## config.mk

```make
export PLATFORM = sky130hd
export DESIGN_NAME = alu_seq
export DESIGN_NICKNAME = d
export VERILOG_FILES = /design/src/rtl/alu_pkg.sv /design/src/rtl/alu_muldiv.sv /design/src/rtl/alu_seq.sv
export SDC_FILE = /design/constraint.sdc
export NUM_CORES = 1
export LEC_CHECK = 0
export CAP_MARGIN = 0
export CORE_MARGIN = 2
export CORE_UTILIZATION = 30
export CTS_BUF_LIST = sky130_fd_sc_hd__clkbuf_4 sky130_fd_sc_hd__clkbuf_8
export CTS_CLUSTER_DIAMETER = 40
export DETAILED_ROUTE_END_ITERATION = 16
export PLACE_DENSITY = 0.58
export SYNTH_ARGS = -nofsm -noshare
export SYNTH_HDL_FRONTEND = slang
export SYNTH_SLANG_ARGS = --single-unit
```

## constraint.sdc

```tcl
create_clock -name clk -period 9.34 [get_ports clk]
set_input_delay 1.401 -clock clk [delete_from_list [all_inputs] [get_ports clk]]
set_output_delay 1.401 -clock clk [all_outputs]
set_load 0.02 [all_outputs]
```

## src/rtl/alu_pkg.sv

```systemverilog
// -----------------------------------------------------------------------------
// alu_pkg -- shared types for the sequential ALU (alu_seq / alu_muldiv).
//
// Contents:
//   alu_op_e      : 4-bit opcode encoding driven on alu_seq.ALUCtl
//   alu_state_e   : top-level control FSM states
//   is_iterative(): true for opcodes executed by the bit-serial mul/div unit
//
// Build option:
//   ALU_SEQ_DIV_EN : when defined, DIVU/REMU are iterative operations;
//                    otherwise they are treated as illegal opcodes.
// -----------------------------------------------------------------------------
package alu_pkg;

  typedef enum logic [3:0] {
    OP_ADD   = 4'd0,
    OP_SUB   = 4'd1,
    OP_AND   = 4'd2,
    OP_OR    = 4'd3,
    OP_XOR   = 4'd4,
    OP_SLT   = 4'd5,
    OP_SLTU  = 4'd6,
    OP_SLL   = 4'd7,
    OP_SRL   = 4'd8,
    OP_SRA   = 4'd9,
    OP_MUL   = 4'd10,
    OP_MULHU = 4'd11,
    OP_DIVU  = 4'd12,
    OP_REMU  = 4'd13
  } alu_op_e;

  typedef enum logic [1:0] {
    ST_IDLE = 2'd0,
    ST_BUSY = 2'd1,
    ST_DONE = 2'd2
  } alu_state_e;

  // Opcodes that go through the one-bit-per-cycle datapath.
  function automatic logic is_iterative(input logic [3:0] op);
    logic r;
    r = 1'b0;
    case (op)
      OP_MUL, OP_MULHU: r = 1'b1;
`ifdef ALU_SEQ_DIV_EN
      OP_DIVU, OP_REMU: r = 1'b1;
`endif
      default: r = 1'b0;
    endcase
    return r;
  endfunction

endpackage

```

## src/rtl/alu_muldiv.sv

```systemverilog
// -----------------------------------------------------------------------------
// alu_muldiv -- iterative shift-add multiplier and restoring divider.
//
// One bit is processed per clock; an operation takes DATA_WIDTH clocks after
// i_start. o_done is asserted combinationally during the final iteration and
// o_result carries the value that iteration produces, so the caller can
// register it on the same edge the datapath finishes.
//
// Ports:
//   clk, rst_n  : clock, asynchronous active-low reset
//   i_start     : launch an operation with i_op / i_a / i_b (ignored if busy)
//   i_op        : OP_MUL, OP_MULHU, (OP_DIVU, OP_REMU with ALU_SEQ_DIV_EN)
//   i_a, i_b    : operands (multiplicand/multiplier or dividend/divisor)
//   o_done      : final iteration in progress, o_result valid this cycle
//   o_result    : selected half of product, or quotient / remainder
//
// Build option:
//   ALU_SEQ_DIV_EN : include the restoring divider; without it no divider
//                    logic exists and only the multiplier is built.
// -----------------------------------------------------------------------------
module alu_muldiv
  import alu_pkg::*;
#(
  parameter int DATA_WIDTH = 32
) (
  input  logic                  clk,
  input  logic                  rst_n,
  input  logic                  i_start,
  input  alu_op_e               i_op,
  input  logic [DATA_WIDTH-1:0] i_a,
  input  logic [DATA_WIDTH-1:0] i_b,
  output logic                  o_done,
  output logic [DATA_WIDTH-1:0] o_result
);

  localparam int W  = DATA_WIDTH;
  localparam int CW = $clog2(W);
  localparam logic [CW-1:0] LAST = CW'(W - 1);

  logic          r_busy;
  logic [CW-1:0] r_cnt;
  alu_op_e       r_op;
  // Multiply: r_opnd = multiplicand, {r_hi, r_lo} = running product with the
  //           unconsumed multiplier bits in the low end of r_lo.
  // Divide:   r_opnd = divisor, r_hi = partial remainder, r_lo = dividend bits
  //           shifting out the top while quotient bits shift in at the bottom.
  logic [W-1:0]  r_opnd;
  logic [W-1:0]  r_hi;
  logic [W-1:0]  r_lo;

  logic [W:0]    w_mul_sum;
  logic [W-1:0]  w_hi_next;
  logic [W-1:0]  w_lo_next;
  logic          w_is_div;
  logic          w_start_div;

`ifdef ALU_SEQ_DIV_EN
  logic [W:0]    w_div_shift;
  logic          w_div_ge;

  assign w_is_div    = (r_op == OP_DIVU) || (r_op == OP_REMU);
  assign w_start_div = (i_op == OP_DIVU) || (i_op == OP_REMU);
`else
  assign w_is_div    = 1'b0;
  assign w_start_div = 1'b0;
`endif

  // One iteration of whichever algorithm is loaded.
  always_comb begin
    w_mul_sum = {1'b0, r_hi} + (r_lo[0] ? {1'b0, r_opnd} : {(W+1){1'b0}});
    w_hi_next = w_mul_sum[W:1];
    w_lo_next = {w_mul_sum[0], r_lo[W-1:1]};
`ifdef ALU_SEQ_DIV_EN
    // Partial remainder is always below the divisor, so the shifted value
    // fits in W+1 bits and the kept remainder fits back into W bits. A zero
    // divisor makes every trial succeed: quotient all-ones, remainder = A.
    w_div_shift = {r_hi, r_lo[W-1]};
    w_div_ge    = (w_div_shift >= {1'b0, r_opnd});
    if (w_is_div) begin
      w_hi_next = w_div_ge ? W'(w_div_shift - {1'b0, r_opnd}) : w_div_shift[W-1:0];
      w_lo_next = {r_lo[W-2:0], w_div_ge};
    end
`endif
  end

  assign o_done = r_busy && (r_cnt == LAST);

  always_comb begin
    o_result = '0;
    case (r_op)
      OP_MUL:   o_result = w_lo_next;
      OP_MULHU: o_result = w_hi_next;
`ifdef ALU_SEQ_DIV_EN
      OP_DIVU:  o_result = w_lo_next;
      OP_REMU:  o_result = w_hi_next;
`endif
      default:  o_result = '0;
    endcase
  end

  always_ff @(posedge clk or negedge rst_n) begin
    if (!rst_n) begin
      r_busy <= 1'b0;
      r_cnt  <= '0;
      r_op   <= OP_ADD;
      r_opnd <= '0;
      r_hi   <= '0;
      r_lo   <= '0;
    end else if (i_start && !r_busy) begin
      r_busy <= 1'b1;
      r_cnt  <= '0;
      r_op   <= i_op;
      r_hi   <= '0;
      if (w_start_div) begin
        r_opnd <= i_b;
        r_lo   <= i_a;
      end else begin
        r_opnd <= i_a;
        r_lo   <= i_b;
      end
    end else if (r_busy) begin
      r_hi <= w_hi_next;
      r_lo <= w_lo_next;
      if (o_done) begin
        r_busy <= 1'b0;
        r_cnt  <= '0;
      end else begin
        r_cnt <= r_cnt + 1'b1;
      end
    end
  end

endmodule

```

## src/rtl/alu_seq.sv

```systemverilog
// -----------------------------------------------------------------------------
// alu_seq -- sequential ALU with valid/ready handshakes on both sides.
//
// Single-cycle ops (ADD..SRA, illegal opcodes) present their result the cycle
// after acceptance. MUL/MULHU (and DIVU/REMU when enabled) run in alu_muldiv
// and present their result DATA_WIDTH+1 cycles after acceptance.
//
// Ports:
//   clk, rst_n  : clock, asynchronous active-low reset
//   in_valid    : request present on A/B/ALUCtl
//   in_ready    : request accepted on this edge if in_valid is high
//   A, B        : operands (shift amount = B[$clog2(DATA_WIDTH)-1:0])
//   ALUCtl      : opcode, see alu_pkg::alu_op_e
//   out_valid   : Result/Zero valid, held until out_ready
//   out_ready   : consumer takes the result
//   Result      : registered result
//   Zero        : Result == 0
//
// Build option:
//   ALU_SEQ_DIV_EN : enables DIVU/REMU; otherwise opcodes 12/13 return 0
//                    with single-cycle latency.
// -----------------------------------------------------------------------------
module alu_seq
  import alu_pkg::*;
#(
  parameter int DATA_WIDTH = 32
) (
  input  logic                  clk,
  input  logic                  rst_n,
  input  logic                  in_valid,
  output logic                  in_ready,
  input  logic [DATA_WIDTH-1:0] A,
  input  logic [DATA_WIDTH-1:0] B,
  input  logic [3:0]            ALUCtl,
  output logic                  out_valid,
  input  logic                  out_ready,
  output logic [DATA_WIDTH-1:0] Result,
  output logic                  Zero
);

  localparam int W   = DATA_WIDTH;
  localparam int SHW = $clog2(W);

  alu_state_e   r_state;
  alu_state_e   w_state_next;
  logic [W-1:0] r_result;

  alu_op_e      w_op;
  logic         w_iterative;
  logic         w_accept;
  logic         w_md_start;
  logic         w_md_done;
  logic [W-1:0] w_md_result;
  logic [W-1:0] w_alu_result;
  logic [SHW-1:0] w_shamt;

  assign w_op        = alu_op_e'(ALUCtl);
  assign w_iterative = is_iterative(ALUCtl);
  assign w_shamt     = B[SHW-1:0];

  // Single-cycle datapath, evaluated on the live inputs and captured into
  // r_result on the accept edge.
  always_comb begin
    w_alu_result = '0;
    case (w_op)
      OP_ADD:  w_alu_result = A + B;
      OP_SUB:  w_alu_result = A - B;
      OP_AND:  w_alu_result = A & B;
      OP_OR:   w_alu_result = A | B;
      OP_XOR:  w_alu_result = A ^ B;
      OP_SLT:  w_alu_result = {{(W-1){1'b0}}, ($signed(A) < $signed(B))};
      OP_SLTU: w_alu_result = {{(W-1){1'b0}}, (A < B)};
      OP_SLL:  w_alu_result = A << w_shamt;
      OP_SRL:  w_alu_result = A >> w_shamt;
      OP_SRA:  w_alu_result = $signed(A) >>> w_shamt;
      default: w_alu_result = '0;
    endcase
  end

  alu_muldiv #(
    .DATA_WIDTH (W)
  ) u_muldiv (
    .clk      (clk),
    .rst_n    (rst_n),
    .i_start  (w_md_start),
    .i_op     (w_op),
    .i_a      (A),
    .i_b      (B),
    .o_done   (w_md_done),
    .o_result (w_md_result)
  );

  // Control FSM: next state and handshake outputs.
  always_comb begin
    w_state_next = r_state;
    in_ready     = 1'b0;
    out_valid    = 1'b0;
    w_md_start   = 1'b0;
    w_accept     = 1'b0;
    case (r_state)
      ST_IDLE: begin
        in_ready = 1'b1;
      end
      ST_BUSY: begin
        if (w_md_done) begin
          w_state_next = ST_DONE;
        end
      end
      ST_DONE: begin
        out_valid = 1'b1;
        // A new request may only enter while the current result leaves.
        in_ready  = out_ready;
        if (out_ready) begin
          w_state_next = ST_IDLE;
        end
      end
      default: begin
        w_state_next = ST_IDLE;
      end
    endcase
    w_accept = in_valid && in_ready;
    if (w_accept) begin
      w_state_next = w_iterative ? ST_BUSY : ST_DONE;
      w_md_start   = w_iterative;
    end
  end

  always_ff @(posedge clk or negedge rst_n) begin
    if (!rst_n) begin
      r_state <= ST_IDLE;
    end else begin
      r_state <= w_state_next;
    end
  end

  always_ff @(posedge clk or negedge rst_n) begin
    if (!rst_n) begin
      r_result <= '0;
    end else if (w_accept && !w_iterative) begin
      r_result <= w_alu_result;
    end else if ((r_state == ST_BUSY) && w_md_done) begin
      r_result <= w_md_result;
    end
  end

  assign Result = r_result;
  assign Zero   = (r_result == '0);

endmodule

```

* Word level (Yosys, flattened, before mapping) *
Cells that the tools add are included.

storage, ports and cells
  logic and storage cells = 77
  register bits after elaboration = 140

operators by class
  eq/ne operators = 19
  order comparisons = 2
  shift-type cells = 3
  mux-type cells = 24
  add/sub/neg operators = 4
  bitwise operators = 3
  reductions and logical operators = 14

operator list
  kind                                                                    number
  32-bit case mux with 10 select lines                                    1
  32-bit 2-to-1 mux                                                       7
  32-bit < comparator                                                     2
  32-bit case mux with 2 select lines                                     1
  32-bit by 33-bit adder with 33-bit output                               1
  32-bit adder                                                            1
  32-bit bitwise AND                                                      1
  32-bit logical NOT                                                      1
  32-bit OR                                                               1
  32-bit by 5-bit << shifter with 32-bit output                           1
  32-bit by 5-bit right shift with 32-bit output                          1
  32-bit by 5-bit >>> shifter with 32-bit output                          1
  32-bit subtractor                                                       1
  32-bit bitwise XOR                                                      1
  4-bit equality test (second input constant)                             6
  4-bit by 3-bit equality test with 1-bit output (second input constant)  4
  5-bit 2-to-1 mux                                                        3
  4-bit by 2-bit equality test with 1-bit output (second input constant)  2
  2-bit 2-to-1 mux                                                        4
  1-bit 2-to-1 mux                                                        6
  3-bit inequality test (second input constant)                           2
  2-bit case mux with 3 select lines                                      1
  5-bit by 1-bit adder with 5-bit output (second input constant)          1
  5-bit equality test (second input constant)                             1
  other kinds (12)                                                        18

* Logic depth before layout (Yosys ltp) *
  word-level depth = 6
  gate-level depth with buffers = 16
  gate-level depth less buffers = 14

* Hierarchy *
From an unflattened synthesis, not the netlist that was laid out.

second synthesis, totals
  cells, all modules = 2224
  area total of the unflattened synthesis = 17802.1 um^2

by module, submodules not included
  module      area an instance (um^2)  cells each  sequential area each (um^2)  times used
  alu_seq     11106.9                  1531        850.8                        1
  alu_muldiv  6695.2                   693         2652.5                       1

* Worst setup path before layout *
OpenSTA, ideal clock, no wires.

  path kind = input port to flip-flop
  start point = input port B[2]
  end point = register r_result[30] (netlist: Result[30])
  data arrival time = 4.593 ns
  path buffers = 4
  path slack = 4.614 ns
  stages = 16
  cell sequence = clkbuf_1 inv_2 buf_1 buf_2 ha_1 buf_4 nor2b_2 o311a_1 o221a_4 a2111oi_4 o31ai_2 a221oi_4 o211ai_2 a21bo_1 a31oi_1 a211oi_2

between the ends
  word-level cells in the longest chain between the ends = 3

RTL lines
  what                                       line            source
  start, declared                            alu_seq.sv:33   input logic [DATA_WIDTH-1:0] B,
  32-bit subtractor (tied with other cells)  alu_seq.sv:67   OP_SUB: w_alu_result = A - B;
  32-bit case mux with 10 select lines (*)   alu_seq.sv:65   case (w_op)
  32-bit 2-to-1 mux (*)                      alu_seq.sv:139  end else if (w_accept && !w_iterative) begin
  end signal, assigned                       alu_seq.sv:140  r_result <= w_alu_result;
  end signal, assigned                       alu_seq.sv:142  r_result <= w_md_result;
  end, declared                              alu_seq.sv:46   logic [W-1:0] r_result;

Every way passes the cells marked *; elsewhere a longest branch is shown, timed or not.
A chain may end at the register's enable or synchronous reset.

* Worst setup path after layout *
  start point = input port B[1]
  end point = register r_result[24] (netlist: Result[24])

Same word-level chain as after synthesis.

==> results by group <==
Run status
  • Status: finished, final reports clean

Clock tree
  • CTS tree: done
  • Clock tree root buffer cell: clkbuf_8
  • Htree depth: 4
  • Clk_lat worst skew: roughly 0.54 ns
  • Cts repair resizes: 0
  • Sink Count: 140
  • Hold_buf cts: 0
  • Longest Clk Path Bufs: 2
  • Postcts setup bufs: 0
  • CTS Buf Count: 17
  • Clock-pin slew on the worst setup and hold paths: roughly 0.10 ns

Logic synthesis
  • Post-synth EDFFs: 0
  • Syn Area/Cell: about 8 µm²
  • Post-Synth Adder-Cell Area: 0.103
  • Largest area contributor in the netlist: dfrtp_1
  • Seq/Total Area, Yosys: 0.209
  • Top post-synthesis cells by area: dfrtp_1, ha_1, mux4_2
  • Synth Area in Compound Gates: 0.264
  • Library cells used by synthesis: 96
  • Mapped cell area: 16,800 µm²
  • Post-synthesis mux area share: 0.150
  • FF+latch count, synth: between 100 and 150
  • Synth Flop Type: dfrtp_1
  • Largest family of logic cells by synthesized area: compound AO/OA/AOI/OAI gates
  • Simple-gate portion of the synthesized area: 0.176
  • XOR/XNOR Fraction of Synth Area: 0.0271
  • Syn Inst Count: 2,098
  • Synth warnings: 0
  • Top-area cell type share of the netlist area: 0.209
  • Ys async rst share: 1.00
  • Synth Net Count: 2,307

Layout
  • Multi-input gate area: ~12,000 µm²
  • Post-Layout Cell Count: 2,872
  • Antenna diodes: 0
  • Fill cell count: slightly below 6k
  • Commonest non-fill, non-tap cell in the layout: nor2_1
  • Fin nets: 2,320
  • FF/Latch Area: 3510 µm²
  • Layout cells sized above 1: 0.101
  • Most frequent cells in the layout: nor2_1, nand2_1, o21ai_0
  • Synth-to-Final Area Change: 11.4%

Drt
  • Vias/cell: about 6
  • Final WL: 75,300 µm
  • DRT Pass-1 Iters: 6
  • Via count: 17.2k
  • Routed WL per cell: 26.2 µm
  • Post-route ant nets: 0
  • Drt initial violations: around 2k
  • DR DRC count: 0

Timing
  • Final WS setup: between 4 and 5 ns
  • Hold_ws: 0.505 ns
  • Max Slew Vio Count: 0
  • Worst slew pin tran: between 1 and 1.5 ns
  • Final setup violation count: 0
  • RSZ-0062 raised after global routing: false
  • Setup TNS: 0 ns
  • Normalized max-slew margin: 0.281
  • Fin crit share: 0.567
  • Final setup skew: 0.0218 ns
  • Final hold vios: 0
  • Tmin final: 5.30 ns
  • Max Fclk: 189 MHz

Job
  • Max-Cap Viols: 0

Power
  • Peak VDD IR: just under 0.1 mV
  • P per Cell Area: about 170 nW/µm²
  • P_leak: 8.05 nW

Floorplan
  • Initial Utilization: 0.304
  • Core area: 55,200 µm²
  • Horiz. Die Dim: 241 µm
  • Cell row count: 86
  • DIE AREA: between 50,000 and 60,000 µm²
  • Die Span Y: 241 µm
  • # IOs: about 110

Place
  • Worst slack, placed: 3.54 ns
  • Final RePlAce weighted congestion: 0.995
  • Placed insts: 2,840
  • IO buf count: 106
  • Detailed placement HPWL: 56,500 µm

Global routing
  • First-pass GRT wire length: 111,000 µm
  • Total track usage: 0.260
  • Number of global-route vias before repair: 16.7k
  • Total gr overflow: 0
  • Antenna violations before repair: 2
  • Pin count of the biggest net entering global routing: 80

Min path
  • Type of the most critical hold path: flop to flop

Critical path
  • CP Class: primary input to flop
  • Crit-path max cell delay: about 0.65 ns
  • CP Launch Type: primary input
  • Largest delay share family, worst path: compound AO/OA/AOI/OAI gates
  • Crit-path cells: buf_2, buf_4, inv_1, fa_1, nor2b_2, o311a_1, o221a_4, and2_2, a221oi_1, a21o_1, a31oi_1, xor2_1, nor2_1, o32a_1
  • CP Buf/Inv Count: 3
  • CP Max Fanout: 68
  • Critical Path RT: around 9.8 ns
  • CP endpoint kind: flop
  • Crit-path slowest cell: buf_4
  • Crit path DAT: 5.72 ns
state kept, by name, summed over array words and instances, names as in the netlist:
signal,count
Result,32
r_state,2
u_muldiv.r_busy,1
u_muldiv.r_cnt,5
u_muldiv.r_hi,32
u_muldiv.r_lo,32
u_muldiv.r_op,4
u_muldiv.r_opnd,32
power by group:
| group | internal [W] | total, W | switching [W] | leakage [nW] |
|---|---|---|---|---|
| logic | 0.000637 | 0.00167 | 0.00103 | 6.11 |
| registers | 0.000839 | 0.00103 | 0.000188 | 1.78 |
| clock network | 0.000197 | 0.000497 | 0.000300 | 0.165 |
synth_stat cells (11+ instances only):
| master | n |
|---|---|
| xnor2_1 | 32 |
| o211ai_1 | 19 |
| o21bai_1 | 15 |
| nor4_1 | 18 |
| and3_1 | 11 |
| nor3_1 | 37 |
| a221oi_1 | 45 |
| or3_1 | 24 |
| and2_1 | 35 |
| mux2i_1 | 77 |
| nand2_1 | 207 |
| o21ai_0 | 199 |
| mux2_2 | 39 |
| a211oi_1 | 30 |
| nand3_1 | 26 |
| inv_1 | 104 |
| buf_2 | 14 |
| a21oi_1 | 168 |
| buf_1 | 18 |
| mux4_2 | 58 |
| nor2_1 | 219 |
| o22ai_1 | 31 |
| a22oi_1 | 13 |
| clkbuf_1 | 95 |
| a21o_1 | 28 |
| xor2_1 | 20 |
| nor2b_1 | 16 |
| o21a_1 | 18 |
| dfrtp_1 | 140 |
| a31oi_1 | 14 |
| nand4_1 | 15 |
| nand2b_1 | 12 |
| ha_1 | 134 |
| o31ai_1 | 13 |
routing by layer:
| layer | global-route usage | share of wire | vias to the layer above | wire, µm |
|---|---|---|---|---|
| met4 | 0.129 | 0.052 | 0 | 3910 |
| met3 | 0.0456 | 0.071 | 147 | 5330 |
| met2 | 0.408 | 0.45 | 805 | 33700 |
| met1 | 0.344 | 0.43 | 8549 | 32400 |
| met5 | 0 | 0 | - | 0 |
| li1 | - | - | 7714 | - |
through the flow:
stage / util / total power [W] / area [µm²]
after global placement: 0.332 / 0.00265 / 18300
after detailed placement: 0.332 / 0.00268 / 18300
after CTS: 0.339 / 0.00318 / 18700
final: 0.339 / 0.00319 / 18700
after global routing: 0.339 / 0.00340 / 18700
after floorplan: - / 0.00209 / 16800
area by class of cell:
cell class | count | share of cell area
multi-input combinational | 1697 | 0.650
sequential | 140 | 0.188
timing repair buffer | 147 | 0.0718
tap | 748 | 0.0501
inverter | 108 | 0.0217
clock buffer | 20 | 0.0141
clock inverter | 12 | 0.00482
cells by family (layout without fill, tap and decap cells):
logic type               count (synthesis)  in the layout
AND/OR/NAND/NOR                        648            648
buffers and inverters                  261            287
multiplexers                           174            174
adder cells (fa/ha/maj)                137            137
flip-flops                             140            140
AO/OA/AOI/OAI                          686            686
XOR/XNOR                                52             52
worst paths after layout:
check                                                    start                              to  slack, ns  cells after the start
worst max-delay path                                      B[1]          Result[24]$_DFFE_PN0P_       4.04                     14
worst min-delay path            u_muldiv.r_opnd[2]$_DFFE_PN0P_  u_muldiv.r_opnd[2]$_DFFE_PN0P_       0.50                      1
worst max register to register    u_muldiv.r_lo[0]$_DFFE_PN0P_          Result[29]$_DFFE_PN0P_       4.38                     15
max in group asynchronous                                rst_n    u_muldiv.r_lo[3]$_DFFE_PN0P_       6.98                      2
worst min register to register  u_muldiv.r_opnd[2]$_DFFE_PN0P_  u_muldiv.r_opnd[2]$_DFFE_PN0P_       0.50                      1
min in group asynchronous                                rst_n          Result[23]$_DFFE_PN0P_       0.93                      1
(Power assumes the default switching activity.)
